===== config.mk =====
export PLATFORM = sky130hd
export DESIGN_NAME = ps2_flap_decoder
export DESIGN_NICKNAME = d
export VERILOG_FILES = /design/src/rtl/ps2_pkg.sv /design/src/rtl/ps2_flap_decoder_key_tracker.sv /design/src/rtl/ps2_flap_decoder.sv
export SDC_FILE = /design/constraint.sdc
export NUM_CORES = 1
export LEC_CHECK = 0
export CELL_PAD_IN_SITES_DETAIL_PLACEMENT = 0
export CELL_PAD_IN_SITES_GLOBAL_PLACEMENT = 2
export CORE_AREA = 2 2 96 98
export CTS_BUF_LIST = sky130_fd_sc_hd__clkbuf_16
export DETAILED_ROUTE_END_ITERATION = 8
export DIE_AREA = 0 0 98 100
export GPL_ROUTABILITY_DRIVEN = 0
export GPL_TIMING_DRIVEN = 0
export PLACE_DENSITY = 0.83
export REMOVE_ABC_BUFFERS = 1
export SLEW_MARGIN = 15
export SYNTH_ARGS = -nofsm -noshare
export SYNTH_HDL_FRONTEND = slang
export SYNTH_SLANG_ARGS = --single-unit

===== constraint.sdc =====
create_clock -name clock -period 3.6 [get_ports clock]
set_input_delay 0.36 -clock clock [delete_from_list [all_inputs] [get_ports clock]]
set_output_delay 0.36 -clock clock [all_outputs]
set_load 0.05 [all_outputs]

===== src/rtl/ps2_pkg.sv =====
// ps2_pkg: shared PS/2 scan-code constants and prefix-state encoding
package ps2_pkg;
    localparam logic [7:0] SC_BREAK = 8'hF0;
    localparam logic [7:0] SC_EXT   = 8'hE0;
    localparam logic [7:0] SC_SPACE = 8'h29;
    localparam logic [7:0] SC_P     = 8'h4D;
    typedef enum logic [1:0] {IDLE, BRK, EXT, EXT_BRK} prefix_t;
endpackage


===== src/rtl/ps2_flap_decoder_key_tracker.sv =====
// key_tracker: held flag for one key, pulses press on the first make only
module key_tracker (
    input  logic clock,
    input  logic reset,
    input  logic make,
    input  logic brk,
    output logic held,
    output logic press
);
    assign press = make && !held;
    // a make latches the key as held until its break arrives
    always_ff @(posedge clock or posedge reset) begin
        if (reset) held <= 1'b0;
        else held <= brk ? 1'b0 : (make ? 1'b1 : held);
    end
endmodule


===== src/rtl/ps2_flap_decoder.sv =====
// ps2_flap_decoder: turns PS/2 scan codes into flap requests and a pause level
module ps2_flap_decoder import ps2_pkg::*; #(
    parameter logic [7:0]  FLAP_CODE      = SC_SPACE,
    parameter logic [7:0]  PAUSE_CODE     = SC_P,
    parameter logic [23:0] HOLDOFF        = 24'd1_000_000,
    parameter logic [19:0] PREFIX_TIMEOUT = 20'd100_000
) (
    input  logic        clock,
    input  logic        reset,
    input  logic        key_pressed,
    input  logic [7:0]  key_data,
    input  logic        flap_ack,
    output logic        flap_req,
    output logic        paused,
    output logic [15:0] flap_count
);
    prefix_t     state, state_nxt;
    logic [19:0] to_cnt;
    logic [23:0] holdoff;
    logic        make, brk, flap_held, flap_press, pause_held, pause_press, accept;
    assign make   = key_pressed && state == IDLE && key_data != SC_BREAK && key_data != SC_EXT;
    assign brk    = key_pressed && state == BRK;
    assign accept = flap_press && !paused && holdoff == 24'd0;
    key_tracker u_flap (
        .clock(clock), .reset(reset),
        .make(make && key_data == FLAP_CODE), .brk(brk && key_data == FLAP_CODE),
        .held(flap_held), .press(flap_press)
    );
    key_tracker u_pause (
        .clock(clock), .reset(reset),
        .make(make && key_data == PAUSE_CODE), .brk(brk && key_data == PAUSE_CODE),
        .held(pause_held), .press(pause_press)
    );
    // prefix decoding advances on strobes; a stalled prefix falls back to IDLE
    always_comb begin
        state_nxt = state;
        if (key_pressed)
            case (state)
                IDLE:    state_nxt = key_data == SC_BREAK ? BRK : (key_data == SC_EXT ? EXT : IDLE);
                EXT:     state_nxt = key_data == SC_BREAK ? EXT_BRK : IDLE;
                default: state_nxt = IDLE;
            endcase
        else if (state != IDLE && to_cnt == PREFIX_TIMEOUT)
            state_nxt = IDLE;
    end
    // prefix state and its idle-cycle counter
    always_ff @(posedge clock or posedge reset) begin
        if (reset) begin
            state  <= IDLE;
            to_cnt <= '0;
        end else begin
            state  <= state_nxt;
            to_cnt <= (key_pressed || state_nxt == IDLE) ? '0 : to_cnt + 20'd1;
        end
    end
    // holdoff window, flap handshake (new flap beats ack), counter and pause toggle
    always_ff @(posedge clock or posedge reset) begin
        if (reset) begin
            holdoff    <= '0;
            flap_req   <= 1'b0;
            flap_count <= '0;
            paused     <= 1'b0;
        end else begin
            holdoff    <= accept ? HOLDOFF : (holdoff != 24'd0 ? holdoff - 24'd1 : holdoff);
            flap_req   <= accept ? 1'b1 : (flap_ack ? 1'b0 : flap_req);
            flap_count <= flap_count + {15'd0, accept};
            paused     <= paused ^ pause_press;
        end
    end
    wire unused_ok = pause_held;
endmodule


# == Yosys cells after proc, flatten, opt, wreduce, memory -nomap -nowiden ==
# Cells that the tools add are included.
# word_totals
register_bits,66
inputBits,12
out_inout_bits,18
word_cells,62
# classes
add_sub_neg,3
n_eq_ne,9
mux,15
bitwise,1
n_reduce_logical,26
# op_table
op,count
24-bit two-way mux,2
24-bit logical NOT,1
24-bit nonzero test,1
24-bit by 1-bit subtractor with 24-bit output (second input constant),1
20-bit by 1-bit adder with 20-bit output (second input constant),1
20-bit by 17-bit == test with 1-bit output (second input constant),1
20-bit two-way mux,1
16-bit by 1-bit adder with 16-bit output,1
8-bit == test (second input constant),2
8-bit != test (second input constant),2
1-bit logical AND,13
2-bit two-way mux,5
2-bit nonzero test,5
8-bit by 6-bit == test with 1-bit output (second input constant),1
8-bit by 7-bit == test with 1-bit output (second input constant),1
1-bit two-way mux,6
2-bit logical NOT,2
2-bit case mux with 2 select lines,1
1-bit logical NOT,3
2-bit by 1-bit == test with 1-bit output (second input constant),1
2-bit == test (second input constant),1
1-bit logical OR,1
1-bit XOR,1

# == Depth between registers and ports, before layout ==
# Gate-level depths: netlist of the first run.
# logic_depth
depth_word,9
mapped_depth,10
ltp_nobuf,10

# == Hierarchy ==
# A second synthesis of the first run with hierarchy kept.
# hier_totals
hier_cells,316
hier_area_um2,3248.1
# modules_own_cells
module,instances,cells_each,area_each_um2,seq_area_each_um2
ps2_flap_decoder,1,308,3153.0,1601.5
key_tracker,2,4,47.5,25.0

# == Worst setup path before layout of the first run ==
# No wires, ideal clock.
# synth_timing
kind,reg-to-reg
from,register holdoff[8]
to,register flap_count[15]
setup_ns,0.140
arrival_ns,2.629
t_required_ns,3.460
setup_slack_ns,0.831
stages_incl_launch_ff,9
path_buffers,0
synth_period_minus_slack_ns,2.769
cell_sequence,dfrtp_1 -> nor4_1 -> nand4_1 -> nor4_2 -> ha_1 -> nand3_1 -> nor3_1 -> nand4_1 -> xnor2_1
# synth_via
elab_chain_len,3
# synth_rtl
item,line_no,source
"start, declared",ps2_flap_decoder.sv:19,logic [23:0] holdoff;
"start signal, assigned",ps2_flap_decoder.sv:64,holdoff <= accept ? HOLDOFF : (holdoff != 24'd0 ? holdoff - 24'd1 : holdoff);
24-bit logical NOT,ps2_flap_decoder.sv:23,assign accept = flap_press && !paused && holdoff == 24'd0;
1-bit logical AND,ps2_flap_decoder.sv:23,
net accept,ps2_flap_decoder.sv:20,"logic make, brk, flap_held, flap_press, pause_held, pause_press, accept;"
16-bit by 1-bit adder with 16-bit output,ps2_flap_decoder.sv:66,"flap_count <= flap_count + {15'd0, accept};"
"end signal, assigned",ps2_flap_decoder.sv:66,
"end, declared",ps2_flap_decoder.sv:15,output logic [15:0] flap_count
# The timed path passes the listed nets, and every way through them passes these cells.
# A chain may end at the register's enable or synchronous reset.

# == Worst setup path after layout of the first run ==
# Same ends and word-level chain as after synthesis.

==> out/qor.txt, run 1 <==
Clock Sinks: 66
Syn Inst Count: 309
Grt ovf: 0
DR vias: 2320
Final Cycle Share: 0.8858
Worst hold path class: input pin to async pin
Layout Nets: 365
Vias per inst: 5.011
Worst IR drop on VDD: 255.6 uV
Clock H-tree levels: 3
Worst setup SP type: register
Vias in the first global route: 2280
Max incr delay on CP: 0.63 ns
CTS tree: done
Rel. slew slack: 0.4209
DR WL/cell: 12.88 um
Peak Freq: 313.6 MHz
DRC Markers: 0
Die ar.: 9800 um2
Deepest clock path buffer count: 2
Fin Clk Skew: 0.006626 ns
Synth Register Bits: 66
Num CTS Buffers: 9
Critical path buffers and inverters: 0
CP max FO: 8
First-pass GRT wire length: 10.60 mm
IO buf count: 29
Mapped Area: 3167 um2
Synth unique cells: 41
Clock latency on the worst-skew pair: 0.32 ns
Post-layout util: 0.4426
Number of setup buffers added after CTS: 0
Chip width: 98 um
Hold_buf cts: 0
Max-cap violations: 0
Worst slew pin tran: 0.8607 ns
Crit-path cells: nor4_1 > nand4_1 > nor4_4 > ha_1 > nand3_1 > nor3_1 > nand4_1 > xnor2_1
Slew Viols, Final: 0
Post-route ant nets: 0
Total GRT Usage: 0.1333
Asr flop ratio synth: 1.000
Largest net degree at the start of global routing: 38
Post-synth top area share: 0.5215
Cell Pwr Density: 434.4 nW/um2
Post-layout min period: 3.189 ns
Detailed Route Iter0 Violations: 80
Share of cells above drive strength 1: 0.08239
Floorplan core area: 8890 um2
RSZ-0062 raised after global routing: no
Post-route insts no fill: 463
WP data required: 3.80 ns
Warnings from Yosys: 0
Synth top area cells: dfrtp_1 52%, xor2_1 7.5%, xnor2_1 6.1%
Most frequent CP cell: nand4_1
Static Leak: 1.675 nW
Status: completed
Num ports: 30
Clk slew on worst S/H paths: 0.06 ns
Post-Layout Inst Area: 3935 um2
CTS resizes: 0
Final Hold Slack: 0.3893 ns
Synth area leader: dfrtp_1
Crit Path Class: register to register
Initial antenna violation count: 0
CP Capture Type: register
ANT cells: 0
Clock Tree Root: clkbuf_16
Number of enable flip-flop cells after synthesis: 0
Final WS setup: 0.4112 ns
Syn_area_per_cell: 10.25 um2
TritonRoute pass-1 iters: 4
CP arrival: 3.39 ns
Power, Total: 1.709 mW
Total Wirelength: 5.962 mm
Die Height: 100 um
Pre-CTS setup slack: -0.1821 ns
Final-report hold violation count: 0
Ys flop type: dfrtp_1
Post-Place Cells: 447
Dpl cell area: 3607 um2
Sum Neg Setup Slack: 0 ns
Post-DP HPWL: 4.175 mm
Core Rows: 35
Family with the most delay on the worst path: simple AND/OR/NAND/NOR gates
Initial core utilization: 0.3562
Seq/Total Area, Yosys: 0.5215
CP max stage cell: nor4_4
Setup violators final: 0
Area Growth Syn to Fin: 24.26%
per-layer routing:
layer	GRT usage	routed length [um]	up-vias	part of all wire
met2	0.2013	2667	43	0.45
met4	0.05769	45	0	0.0075
li1	-	-	1167	-
met3	0.02994	217	2	0.036
met5	0	0	-	0
met1	0.1853	3032	1108	0.51
layout by cell type (no fill, tap or decap), types with 9 or more instances in the layout:
cell type and count:
xnor2_1 22, nor3_1 21, nor4_1 9, xor2_1 27
nor2_1 41, nand3_1 11, dfrtp_1 66, inv_1 10
clkdlybuf4s50_1 29, clkbuf_16 9, nand2_1 22, nand4_1 15
area by class of cell:
type                    count  area [um2]
fillers                   868        4955
clock inverters             7       93.84
inverters                  11       43.79
well taps                 111       138.9
clock buffers               9       225.2
multi-input cells         229        1471
repair buffers             30       310.3
flip-flops and latches     66        1652
power by group:
| group | leakage (nW) | switching (mW) | internal [mW] | total, mW |
|---|---|---|---|---|
| logic | 0.612 | 0.0280 | 0.0190 | 0.0470 |
| clock network | 0.151 | 0.311 | 0.604 | 0.915 |
| registers | 0.912 | 0.00224 | 0.745 | 0.747 |
| total | 1.68 | 0.341 | 1.37 | 1.71 |
final timing paths:
path | from | end | slack, ns | depth (start not counted)
worst min-delay path | reset | flap_count[7] | 0.39 | 2
min in group clock | holdoff[23] | holdoff[23] | 0.46 | 1
worst max-delay path | holdoff[8] | flap_count[15] | 0.41 | 8
worst max register to register | holdoff[8] | flap_count[15] | 0.41 | 8
worst min register to register | holdoff[23] | holdoff[23] | 0.46 | 1
max in group asynchronous | reset | holdoff[1] | 2.68 | 3
synthesized netlist by cell type (2+ instances only):
| library cell | count |
|---|---|
| xnor2_1 | 22 |
| nor4b_1 | 2 |
| or3_1 | 7 |
| a211oi_1 | 2 |
| ha_1 | 6 |
| clkbuf_1 | 3 |
| a21oi_1 | 5 |
| nor4_1 | 9 |
| or3_2 | 2 |
| nand4_1 | 15 |
| nand2b_1 | 3 |
| o21ai_0 | 2 |
| or2_2 | 3 |
| xor2_1 | 27 |
| o31ai_1 | 3 |
| nor3_1 | 21 |
| and3_1 | 3 |
| and4_1 | 2 |
| nor3b_1 | 2 |
| nor2_1 | 41 |
| dfrtp_1 | 66 |
| or4_1 | 3 |
| nand3_1 | 11 |
| nand2_1 | 22 |
| inv_1 | 11 |
cells by family (layout without fill, tap and decap cells):
| family | count (synthesis) | after routing | share of synthesized area |
|---|---|---|---|
| AND/OR/NAND/NOR | 153 | 153 | 0.2552 |
| flip-flops | 66 | 66 | 0.5215 |
| XOR/XNOR | 49 | 49 | 0.1355 |
| AO/OA/AOI/OAI | 19 | 19 | 0.04070 |
| buffers and inverters | 14 | 57 | 0.01659 |
| adder cells (fa/ha/maj) | 6 | 6 | 0.02371 |
| multiplexers | 2 | 2 | 0.006717 |
state kept, by name (all words and copies together) (netlist names):
signal / count
u_flap.held: 1
state: 2
flap_req: 1
paused: 1
to_cnt: 20
u_pause.held: 1
flap_count: 16
holdoff: 24
Power figures use the tool's default switching activity.
==> run 2, diff against run 1 <==
--- a/config.mk
+++ b/config.mk
@@ -13,9 +13,11 @@
 export DIE_AREA = 0 0 98 100
 export GPL_ROUTABILITY_DRIVEN = 0
 export GPL_TIMING_DRIVEN = 0
+export MAX_ROUTING_LAYER = met4
 export PLACE_DENSITY = 0.83
 export REMOVE_ABC_BUFFERS = 1
 export SLEW_MARGIN = 15
 export SYNTH_ARGS = -nofsm -noshare
 export SYNTH_HDL_FRONTEND = slang
 export SYNTH_SLANG_ARGS = --single-unit
+export TNS_END_PERCENT = 100
==> run 2 against run 1 <==
Effect of this change: sequential share of layout area unchanged; combinational power about the same; via count up 0.47%; design area unchanged; core utilization unchanged; clock-buffer cell count unchanged; largest power group unchanged; highest routed layer unchanged.
==> out/qor.txt, run 2 (synthesis results as in run 1) <==
Status: completed (unchanged)
IO buf count: 29 (unchanged)
Fin Clk Skew: 0.006664 ns (was 0.006626 ns)
DR WL/cell: 12.85 um (was 12.88 um)
Deepest clock path buffer count: 2 (unchanged)
R2R setup slack: 0.41 ns (about the same)
Setup violators final: 0 (unchanged)
Slew Viols, Final: 0 (unchanged)
Clock Tree Root: clkbuf_16 (unchanged)
Crit path launch: holdoff[8] (unchanged)
Pre-CTS setup slack: -0.1821 ns (unchanged)
Total Wirelength: 5.951 mm (was 5.962 mm)
First-pass GRT wire length: 10.61 mm (was 10.60 mm)
Clk slew on worst S/H paths: 0.06 ns (about the same)
Dpl cell area: 3607 um2 (unchanged)
Vias in the first global route: 2279 (was 2280)
Max-cap violations: 0 (unchanged)
Area Growth Syn to Fin: 24.26% (unchanged)
Static Leak: 1.675 nW (unchanged)
Worst R2R Path Depth: 8 (unchanged)
Clock Sinks: 66 (unchanged)
CP arrival: 3.39 ns (about the same)
Core Rows: 35 (unchanged)
Largest registers: holdoff (24), to_cnt (20), flap_count (16) (unchanged)
CP Capture Type: register (unchanged)
Crit Path Class: register to register (unchanged)
Share of cells above drive strength 1: 0.08239 (unchanged)
Detailed Route Iter0 Violations: 85 (was 80)
Total GRT Usage: 0.1373 (was 0.1333)
Final Hold Slack: 0.3863 ns (was 0.3893 ns)
CP max FO: 8 (unchanged)
Final WS setup: 0.4078 ns (was 0.4112 ns)
Initial antenna violation count: 0 (unchanged)
RSZ-0062 raised after global routing: no (unchanged)
Max reg flops: 24 (unchanged)
CP max stage cell: nor4_4 (unchanged)
Worst setup SP type: register (unchanged)
CTS tree: done (unchanged)
DRC Markers: 0 (unchanged)
Chip width: 98 um (unchanged)
Family with the most delay on the worst path: simple AND/OR/NAND/NOR gates (unchanged)
Cell Pwr Density: 434.9 nW/um2 (was 434.4 nW/um2)
Post-route ant nets: 0 (unchanged)
Rel. slew slack: 0.4223 (was 0.4209)
Worst hold path class: input pin to async pin (unchanged)
Grt ovf: 0 (unchanged)
Clock latency on the worst-skew pair: 0.32 ns (about the same)
Metal2 WL: 2.612 mm (was 2.667 mm)
ANT cells: 0 (unchanged)
Worst IR drop on VDD: 255.6 uV (about the same)
TritonRoute pass-1 iters: 4 (unchanged)
Critical path buffers and inverters: 0 (unchanged)
Post-DP HPWL: 4.175 mm (unchanged)
Layout Nets: 365 (unchanged)
Initial core utilization: 0.3562 (unchanged)
Floorplan core area: 8890 um2 (unchanged)
Post-Layout Inst Area: 3935 um2 (unchanged)
Vias per inst: 5.035 (was 5.011)
Crit-path cells: nor4_1 > nand4_1 > nor4_4 > ha_1 > nand3_1 > nor3_1 > nand4_1 > xnor2_1 (unchanged)
Die Height: 100 um (unchanged)
Sum Neg Setup Slack: 0 ns (unchanged)
Num ports: 30 (unchanged)
Register Area: 1652 um2 (unchanged)
Top sig layer: met4 (unchanged)
Max incr delay on CP: 0.63 ns (about the same)
Routed wl met3: 223 um (was 217 um)
Most frequent CP cell: nand4_1 (unchanged)
CP endpoint: flap_count[15] (unchanged)
Reg-to-Reg End: flap_count[15] (unchanged)
WP data required: 3.80 ns (about the same)
Largest net degree at the start of global routing: 38 (unchanged)
DR vias: 2331 (was 2320)
Worst slew pin tran: 0.8587 ns (was 0.8607 ns)
Peak Freq: 313.3 MHz (was 313.6 MHz)
Multi-input gate area: 1471 um2 (unchanged)
Most frequent cells in the layout: 66 x dfrtp_1, 41 x nor2_1, 29 x clkdlybuf4s50_1, 27 x xor2_1 (unchanged)
Number of setup buffers added after CTS: 0 (unchanged)
Post-layout min period: 3.192 ns (was 3.189 ns)
Biggest register: holdoff (unchanged)
Final-report hold violation count: 0 (unchanged)
CP Depth: 8 (unchanged)
Filler instances: 868 (unchanged)
Commonest non-fill, non-tap cell in the layout: dfrtp_1 (unchanged)
Num CTS Buffers: 9 (unchanged)
R2r startpoint: holdoff[8] (unchanged)
Clock H-tree levels: 3 (unchanged)
Final Cycle Share: 0.8867 (was 0.8858)
Die ar.: 9800 um2 (unchanged)
WL met1: 3.009 mm (was 3.032 mm)
==> run 2: cell counts in the layout (fill, tap and decap cells not counted) <==
No cell type changed its count.
==> run 2: how the worst min path moves through the flow <==
stage,endpoint,slack [ns],depth (start not counted)
after floorplan,holdoff[23],0.43,1
after global placement,holdoff[23],0.46,1
after detailed placement,holdoff[23],0.45,1
after CTS,flap_count[9],0.40,2
after global routing,flap_count[7],0.44,2
final,flap_count[7],0.39,2
==> run 2: cell type report <==
cell class | count | share of cell area
sequential | 66 | 0.4197
multi-input combinational | 229 | 0.3739
tap | 111 | 0.03529
clock inverter | 7 | 0.02385
clock buffer | 9 | 0.05723
timing repair buffer | 30 | 0.07886
inverter | 11 | 0.01113
==> run 2: report_power, final <==
group | total, mW | switching (mW) | internal, mW
logic | 0.0470 | 0.0280 | 0.0190
registers | 0.747 | 0.00224 | 0.745
clock network | 0.917 | 0.313 | 0.604
total | 1.71 | 0.343 | 1.37
==> run 2: timing repair <==
action / 4_1_cts / 5_1_grt
hold buffers: 0 / 0
endpoints found under the setup margin: 0 / 5
resized for setup: 0 / 1
==> run 2: through the flow <==
stage	cells	utilization	power, mW
6_report	463	0.4426	1.711
5_1_grt	463	0.4426	1.772
4_1_cts	463	0.4417	1.731
3_5_place_dp	447	0.4058	0.8092
3_3_place_gp	446	0.4032	0.8053
2_1_floorplan	306	-	0.7828
==> run 2: layer usage <==
metal  up-vias  global-route usage
met5         -                   -
met4         0             0.05769
met3        10             0.02925
met2        45              0.2013
met1      1111              0.1858
li1       1165                   -
